### config.mk
export PLATFORM = sky130hd
export DESIGN_NAME = xtal_startup_monitor
export DESIGN_NICKNAME = d
export VERILOG_FILES = /design/src/rtl/xtal_mon_pkg.sv /design/src/rtl/xtal_edge_sync.sv /design/src/rtl/xtal_startup_monitor.sv
export SDC_FILE = /design/constraint.sdc
export NUM_CORES = 1
export LEC_CHECK = 0
export ABC_AREA = 0
export BUFFER_PORTS_ARGS = -buffer_cell sky130_fd_sc_hd__buf_4
export CAP_MARGIN = 20
export CORE_AREA = 8 8 72 99
export CTS_BUF_LIST = sky130_fd_sc_hd__clkbuf_2
export DETAILED_ROUTE_END_ITERATION = 16
export DIE_AREA = 0 0 80 107
export GPL_ROUTABILITY_DRIVEN = 0
export PLACE_DENSITY = 0.71
export SLEW_MARGIN = 20
export SYNTH_ARGS = -nofsm -noshare
export SYNTH_HDL_FRONTEND = slang
export SYNTH_SLANG_ARGS = --single-unit
### constraint.sdc
create_clock -name clk -period 4.3 [get_ports clk]
set_input_delay 0.43 -clock clk [delete_from_list [all_inputs] [get_ports clk]]
set_output_delay 0.43 -clock clk [all_outputs]
set_load 0.05 [all_outputs]
### src/rtl/xtal_mon_pkg.sv
// Shared types and helpers for the crystal start-up controller and frequency monitor.
package xtal_mon_pkg;

  typedef enum logic [2:0] {
    OFF     = 3'd0,
    STARTUP = 3'd1,
    CHECK   = 3'd2,
    RUN     = 3'd3,
    FAULT   = 3'd4
  } xtal_state_t;

  // Terminal value of a window counter spanning 2^log2 cycles.
  function automatic int unsigned win_term(input int unsigned log2);
    return (32'd1 << log2) - 32'd1;
  endfunction

endpackage

### src/rtl/xtal_edge_sync.sv
// Brings the pad CLK into the clk domain and emits a one-cycle pulse per rising edge.
module xtal_edge_sync (
  input  logic clk,
  input  logic resetn,
  input  logic xtal_clk,
  output logic edge_pulse
);

  logic s1, s2, s3;

  always_ff @(posedge clk or negedge resetn) begin
    if (!resetn) begin
      s1 <= 1'b0;
      s2 <= 1'b0;
      s3 <= 1'b0;
    end else begin
      s1 <= xtal_clk;
      s2 <= s1;
      s3 <= s2;
    end
  end

  assign edge_pulse = s2 & ~s3;

endmodule

### src/rtl/xtal_startup_monitor.sv
// Crystal oscillator start-up sequencer and windowed frequency monitor.
module xtal_startup_monitor
  import xtal_mon_pkg::*;
#(
  parameter int unsigned WIN_LOG2       = 8,
  parameter int unsigned CNT_W          = 9,
  parameter int unsigned MIN_EDGES      = 56,
  parameter int unsigned MAX_EDGES      = 72,
  parameter int unsigned STARTUP_CYCLES = 1024,
  parameter int unsigned GOOD_WINDOWS   = 4,
  parameter int unsigned RETRY_WINDOWS  = 16
) (
  input  logic             clk,
  input  logic             resetn,
  input  logic             enable_req,
  input  logic             xtal_clk,
  output logic             xtal_en,
  output logic             xtal_ok,
  output logic             xtal_fault,
  output logic [2:0]       state,
  output logic [CNT_W-1:0] edge_count
);

  localparam int unsigned SU_W = (STARTUP_CYCLES > 2) ? $clog2(STARTUP_CYCLES) : 1;
  localparam int unsigned GD_W = $clog2(GOOD_WINDOWS + 1);
  localparam int unsigned BD_W = $clog2(RETRY_WINDOWS + 1);
  localparam logic [WIN_LOG2-1:0] WIN_END = WIN_LOG2'(win_term(WIN_LOG2));
  localparam logic [CNT_W-1:0]    MIN_C   = CNT_W'(MIN_EDGES);
  localparam logic [CNT_W-1:0]    MAX_C   = CNT_W'(MAX_EDGES);

  xtal_state_t       st, nxt;
  logic [SU_W-1:0]   su_cnt;
  logic [WIN_LOG2-1:0] win_cnt;
  logic [CNT_W-1:0]  edge_cnt;
  logic [CNT_W-1:0]  closing;
  logic [GD_W-1:0]   good_cnt;
  logic [BD_W-1:0]   bad_cnt;
  logic              edge_pulse;
  logic              win_end;
  logic              in_range;

  xtal_edge_sync u_sync (
    .clk        (clk),
    .resetn     (resetn),
    .xtal_clk   (xtal_clk),
    .edge_pulse (edge_pulse)
  );

  always_comb begin
    win_end  = ((st == CHECK) || (st == RUN)) && (win_cnt == WIN_END);
    // Saturating count that includes any edge seen in the current cycle.
    closing  = (edge_pulse && (edge_cnt != '1)) ? edge_cnt + CNT_W'(1) : edge_cnt;
    in_range = (closing >= MIN_C) && (closing <= MAX_C);
    nxt      = st;
    if (!enable_req) begin
      nxt = OFF;
    end else begin
      case (st)
        OFF:     nxt = STARTUP;
        STARTUP: if (su_cnt == '0) nxt = CHECK;
        CHECK: begin
          if (win_end) begin
            if (in_range) begin
              if (good_cnt == GD_W'(GOOD_WINDOWS - 1)) nxt = RUN;
            end else if (bad_cnt == BD_W'(RETRY_WINDOWS - 1)) begin
              nxt = FAULT;
            end
          end
        end
        RUN:     if (win_end && !in_range) nxt = FAULT;
        FAULT:   nxt = FAULT;
        default: nxt = OFF;
      endcase
    end
  end

  always_ff @(posedge clk or negedge resetn) begin
    if (!resetn) begin
      st         <= OFF;
      xtal_en    <= 1'b0;
      xtal_ok    <= 1'b0;
      xtal_fault <= 1'b0;
      edge_count <= '0;
      su_cnt     <= '0;
      win_cnt    <= '0;
      edge_cnt   <= '0;
      good_cnt   <= '0;
      bad_cnt    <= '0;
    end else begin
      st         <= nxt;
      xtal_en    <= (nxt == STARTUP) || (nxt == CHECK) || (nxt == RUN);
      xtal_ok    <= (nxt == RUN);
      xtal_fault <= (nxt == FAULT);
      if (nxt == OFF) begin
        edge_count <= '0;
        su_cnt     <= '0;
        win_cnt    <= '0;
        edge_cnt   <= '0;
        good_cnt   <= '0;
        bad_cnt    <= '0;
      end else if (st == OFF) begin
        su_cnt <= SU_W'(STARTUP_CYCLES - 1);
      end else if (st == STARTUP) begin
        if (nxt == CHECK) begin
          win_cnt  <= '0;
          edge_cnt <= '0;
          good_cnt <= '0;
          bad_cnt  <= '0;
        end else begin
          su_cnt <= su_cnt - SU_W'(1);
        end
      end else if ((st == CHECK) || (st == RUN)) begin
        win_cnt <= win_cnt + WIN_LOG2'(1);
        if (win_end) begin
          // A final-cycle edge closes this window and also opens the next one.
          edge_count <= closing;
          edge_cnt   <= {{(CNT_W-1){1'b0}}, edge_pulse};
          if (st == CHECK) begin
            if (in_range) begin
              good_cnt <= good_cnt + GD_W'(1);
            end else begin
              good_cnt <= '0;
              bad_cnt  <= bad_cnt + BD_W'(1);
            end
          end
        end else begin
          edge_cnt <= closing;
        end
      end
    end
  end

  assign state = st;

endmodule

==> results of run 1 <==
placed cells by master, fill, tap and decap left out, drive strengths merged, types with 2 or more instances in the layout:
cell / count
nand2: 27
or2: 2
and2: 4
o21bai: 3
a211oi: 8
a22o: 2
xnor2: 6
nand3b: 2
nor2b: 3
nor3: 10
nor3b: 3
buf: 21
o21ai: 42
inv: 12
ha: 8
dfrtp: 53
or3b: 2
nand4b: 2
a31oi: 3
and3: 5
clkbuf: 5
a21oi: 20
nand2b: 4
o41ai: 6
nand3: 13
o211ai: 3
nor4: 4
mux2i: 3
o311ai: 3
nor2: 29
o31ai: 5
nand4: 3
power by group through the flow:
stage	sequential, mW	combinational [mW]	clock (mW)
2_1_floorplan	0.543	0.0648	0
3_3_place_gp	0.545	0.0952	0
3_5_place_dp	0.546	0.0967	0
4_1_cts	0.537	0.0975	0.224
5_1_grt	0.541	0.109	0.246
6_report	0.537	0.0967	0.213
worst paths after layout:
path / start / end / slack, ns / cells after the start
min in group asynchronous: resetn / su_cnt[5] / 0.49 / 2
setup reg to reg: edge_cnt[0] / bad_cnt[0] / 0.85 / 11
hold / removal: xtal_clk / u_sync.s1 / 0.06 / 1
setup / recovery: edge_cnt[0] / bad_cnt[0] / 0.85 / 11
hold reg to reg: u_sync.s1 / u_sync.s2 / 0.39 / 0
max in group asynchronous: resetn / good_cnt[1] / 3.35 / 2
registers in the layout, summed over array words and instances (netlist names), 3 cells and up:
signal,cells
edge_count,9
su_cnt,10
win_cnt,8
state,3
good_cnt,3
bad_cnt,5
edge_cnt,9
cell type report:
| class | count | area (um^2) | area share |
|---|---|---|---|
| Clock buffer | 5 | 25.0 | 0.00779 |
| Clock inverter | 3 | 25.0 | 0.00779 |
| Inverter | 11 | 41.3 | 0.0129 |
| Multi-Input combinational cell | 241 | 1540 | 0.479 |
| Sequential cell | 53 | 1330 | 0.413 |
| Tap cell | 70 | 87.6 | 0.0273 |
| Timing Repair Buffer | 22 | 168 | 0.0522 |
per-layer routing:
metal | part of all wire | track usage
met5 | 0 | 0
met1 | 0.44 | 0.206
met4 | 0.017 | 0.0587
met3 | 0.043 | 0.0276
met2 | 0.50 | 0.270
through the flow:
| step | hold WS [ns] | setup slack (ns) | power (mW) |
|---|---|---|---|
| 2_1_floorplan | 0.134 | 1.29 | 0.608 |
| 3_3_place_gp | 0.334 | 1.06 | 0.640 |
| 3_5_place_dp | 0.336 | 0.950 | 0.642 |
| 4_1_cts | 0.0306 | 0.886 | 0.858 |
| 5_1_grt | 0.0140 | 0.580 | 0.896 |
| 6_report | 0.0608 | 0.849 | 0.847 |
cells by family after synthesis:
| group | after synthesis |
|---|---|
| and+or+nand+nor | 119 |
| AOI/OAI and AO/OA | 104 |
| DFF | 53 |
| buffers and inverters | 29 |
| adders and majority gates | 8 |
| xor gates and xnor gates | 6 |
| muxes | 4 |
timing repair:
item | CTS | global route
hold endpoints to repair | 53 | 0
buffers inserted | 0 | 0
hold buffers | 1 | 0
==> summary.txt, run 1 <==
Run status
  • Status: complete, no violations

Die
  • Number of I/O pins: 19
  • Initial core utilization: 0.525
  • Core ar.: 0.00570 mm^2
  • Chip width: 80 um
  • FP Rows: 33
  • Die height: 107 um
  • Die area: 0.00856 mm^2

STA
  • Min Tclk post-route: 3.45 ns
  • Slew HR: 0.537
  • Clock skew: 0.0345 ns
  • Unrepaired setup endpoints after global routing: no
  • Fin Setup TNS: 0 ns
  • Final hold viol count: 0
  • Worst-Margin Slew: 0.689 ns
  • Final setup fails: 0
  • Fmax: 290 MHz
  • Fin crit share: 0.803
  • Slew Limit Fails: 0

Place
  • I/O Buffers: 18
  • Post-DP HPWL: 4650 um
  • Cell area after placement: 0.00315 mm^2
  • Placed Cells: 396

GRT
  • Total GRT Usage: 0.163
  • Total congestion overflow: 0
  • First-pass GRT wire length: 11500 um
  • Vias in the first global route: 2348
  • Antenna violations before repair: 0
  • Largest net degree at the start of global routing: 54

Pwr
  • Psw: 0.252 mW
  • Sw frac: 0.298
  • Peak supply drop: 178 uV
  • Seq pwr share: 0.634
  • Leakage: 1.33 nW
  • Clock network power share: 0.252
  • Comb pwr share: 0.114
  • Internal power: 0.595 mW
  • Power Density: 264 mW/mm^2

Synth
  • Asr flop ratio synth: 1.00
  • Synth top area share: 0.443
  • Synthesized area: 0.00299 mm^2
  • Cell count after synthesis: 323
  • Post-synthesis xor/xnor area fraction: 0.0176
  • #FFs+latches synth: 53
  • Synth Area in Adders: 0.0334
  • Synth warn: 0
  • Post-synthesis simple-gate area fraction: 0.217
  • Synth Area in Compound Gates: 0.233
  • Register area share after synthesis: 0.443
  • Syn_nets: 335
  • Unique masters post-synth: 64
  • Cell taking the most area after synthesis: dfrtp_1
  • Synth Flop Type: dfrtp_1
  • Mux cell area share after synthesis: 0.0138
  • Synthesized area per cell: 9.27 um^2
  • Most frequent cell after synthesis: dfrtp_1
  • Largest cells by area after synthesis: dfrtp_1, o21ai_0, nor2_1, nand2_1, a21oi_1
  • Main combinational cell family by area after synthesis: compound AO/OA/AOI/OAI gates
  • Top post-synthesis cells by count: dfrtp_1, nor2_1, o21ai_0
  • EDFF count, synth: 0

Clock network
  • Worst-skew pair later-pin latency: 0.47 ns
  • Clock tree buffer depth: 2
  • Post-cts sizing count: 0
  • H-tree Lvls: 2
  • Clock slew at reported path FFs: 0.29 ns
  • CTS tree: done
  • CTS Buf Count: 5
  • CTS sink cnt: 53
  • CTS root buf: clkbuf_2

Route
  • DRT antenna net count: 0
  • Drt pass-1 iters: 5
  • Vias: 2523
  • Final WL: 6680 um
  • Initial DRC count: 231
  • DR WL/cell: 16.5 um
  • DR DRC count: 0
  • Vias/cell: 6.23

Setup path
  • Crit end category: flop
  • Critical Path, Cell by Cell: ha_1, nand2_1, nor3_1, ha_1, or3b_1, nor4_2, xnor2_1, nand3_2, or2_1, and2_1, mux2_2
  • WP data arrival: 3.82 ns
  • Crit-path max cell delay: 0.58 ns
  • Critical path required time: 4.66 ns
  • Worst Path Class, Setup: flop to flop
  • CP max stage cell: or3b_1
  • CP top delay family: simple AND/OR/NAND/NOR gates
  • CP Buf/Inv Count: 0
  • Worst Setup Start Kind: flop
  • Largest fanout on the critical path: 11
  • CP most frequent cell: ha_1

Layout
  • Final core utilization: 0.564
  • Ant diodes: 0
  • Post-layout nets: 346
  • Area Growth Syn to Fin: 7.36%
  • Share of layout cells above drive strength 1: 0.140
  • Post-route cell area: 0.00321 mm^2
  • Filler cells: 528
  • Fin cells: 405

Min path
  • HP Class: primary input to flop

Flow run
  • Maxcap violations: 0
No activity file was read; power rests on OpenSTA's default activity.
==> run 2: changes to the inputs <==
==> constraint.sdc (replaced) <==
create_clock -name clk -period 3.5 [get_ports clk]
set_input_delay 0.35 -clock clk [delete_from_list [all_inputs] [get_ports clk]]
set_output_delay 0.35 -clock clk [all_outputs]
set_load 0.05 [all_outputs]
==> summary.txt, run 2 (synthesis gave the netlist of run 1 again) <==
Run status
  • Status: complete, no violations

STA
  • Unrepaired setup endpoints after global routing: no
  • Worst-Margin Slew: 0.704 ns
  • Final hold viol count: 0
  • Final setup fails: 0
  • Min Tclk post-route: 3.20 ns
  • Slew HR: 0.527
  • Fmax: 312 MHz
  • Fin Setup TNS: 0 ns
  • Clock skew: 0.0410 ns
  • Fin crit share: 0.914
  • Slew Limit Fails: 0
  • Fin Hold WS: 0.158 ns

Pwr
  • Clock network power share: 0.334
  • Psw: 0.305 mW
  • Power Density: 356 mW/mm^2
  • Leakage: 1.39 nW
  • Peak supply drop: 184 uV
  • Sw frac: 0.259
  • Comb pwr share: 0.103
  • Seq pwr share: 0.562
  • Internal power: 0.871 mW

Min path
  • HP Class: primary input to flop

GRT
  • First-pass GRT wire length: 11200 um
  • Antenna violations before repair: 0
  • Total congestion overflow: 0
  • Largest net degree at the start of global routing: 54
  • Vias in the first global route: 2397
  • Total GRT Usage: 0.160

Layout
  • Most frequent cells in the layout: dfrtp_1, o21ai_0, nor2_1
  • Biggest regs: su_cnt: 10 flops, edge_cnt: 9 flops, edge_count: 9 flops
  • Share of layout cells above drive strength 1: 0.158
  • Ant diodes: 0
  • Largest register FFs: 10
  • Post-layout nets: 352
  • Area Growth Syn to Fin: 10.5%
  • Multi-input gate area: 0.00155 mm^2
  • Reg area: 0.00133 mm^2
  • Filler cells: 512
  • Top reg by flops: su_cnt
  • Commonest non-fill, non-tap cell in the layout: dfrtp_1

Route
  • DR WL/cell: 15.9 um
  • Initial DRC count: 121
  • DRT antenna net count: 0
  • Vias/cell: 6.03
  • Drt pass-1 iters: 4
  • DR DRC count: 0
  • Final WL: 6550 um
  • Vias: 2477

Clock network
  • Post-CTS Setup Inserts: 0
  • CTS Buf Count: 5
  • Clock slew at reported path FFs: 0.30 ns
  • H-tree Lvls: 2
  • CTS root buf: clkbuf_2
  • Clock tree buffer depth: 2
  • CTS tree: done
  • CTS sink cnt: 53
  • Worst-skew pair later-pin latency: 0.46 ns

Setup path
  • Critical path required time: 3.85 ns
  • WP data arrival: 3.55 ns
  • Worst Path Class, Setup: flop to flop
  • Crit end category: flop
  • Largest fanout on the critical path: 9
  • Worst Setup Start Kind: flop

Die
  • Die height: 107 um
  • Initial core utilization: 0.525
  • Core ar.: 0.00570 mm^2
  • Number of I/O pins: 19
  • Chip width: 80 um
  • Die area: 0.00856 mm^2
  • FP Rows: 33

Place
  • Post-DP HPWL: 4580 um
  • I/O Buffers: 18

Flow run
  • Maxcap violations: 0
## run 2: timing repair
item | CTS | global route
hold buffers | 2 | 0
hold endpoints to repair | 54 | 0
setup endpoints to repair | 0 | 5
resized for setup | 0 | 2
## run 2: critical path: stages (launching register included)
cell	delay, ns
dfrtp_1	0.53
ha_1	0.28
nand2_1	0.08
nor3_1	0.05
ha_1	0.26
or3b_4	0.50
nor4_2	0.31
xnor2_1	0.23
nand3_2	0.14
or2_4	0.31
and2_1	0.17
mux2_2	0.26
## run 2: power groups by stage
stage          Sequential, mW  Clock [mW]  Combinational [mW]
6_report                0.661       0.393               0.121
5_1_grt                 0.665       0.425               0.136
4_1_cts                 0.661       0.401               0.122
3_5_place_dp            0.671           0               0.120
3_3_place_gp            0.669           0               0.118
2_1_floorplan           0.668           0              0.0796
## run 2: area by class of cell
| cell class | instances | share of cell area |
|---|---|---|
| multi-input combinational | 241 | 0.467 |
| sequential | 53 | 0.401 |
| timing repair buffer | 28 | 0.0651 |
| tap | 70 | 0.0265 |
| clock inverter | 3 | 0.0197 |
| inverter | 11 | 0.0125 |
| clock buffer | 5 | 0.00757 |
## run 2: worst paths after layout
path / from / to / slack (ns) / cells past startpoint
worst min-delay path: enable_req / win_cnt[5] / 0.16 / 3
worst max register to register: edge_cnt[1] / bad_cnt[0] / 0.30 / 11
worst max-delay path: edge_cnt[1] / bad_cnt[0] / 0.30 / 11
min in group asynchronous: resetn / su_cnt[5] / 0.42 / 2
max in group asynchronous: resetn / bad_cnt[2] / 2.61 / 2
worst min register to register: u_sync.s1 / u_sync.s2 / 0.39 / 0
## run 2: through the flow
| step | total power, mW | area [um^2] | cells | util | setup WS, ns |
|---|---|---|---|---|---|
| after detailed placement | 0.791 | 3190 | 401 | 0.560 | 0.228 |
| after CTS | 1.18 | 3300 | 411 | 0.579 | 0.130 |
| after global placement | 0.787 | 3190 | 401 | 0.560 | 0.331 |
| after global routing | 1.23 | 3310 | 411 | 0.580 | 0.113 |
| after floorplan | 0.747 | 2990 | 323 | - | 0.494 |
| final | 1.18 | 3310 | 411 | 0.580 | 0.299 |
## run 2: per-layer routing
layer | GRT usage | routed length (um)
met5 | 0 | 0
met2 | 0.260 | 3190
met3 | 0.0318 | 305
met4 | 0.0718 | 129
met1 | 0.197 | 2930
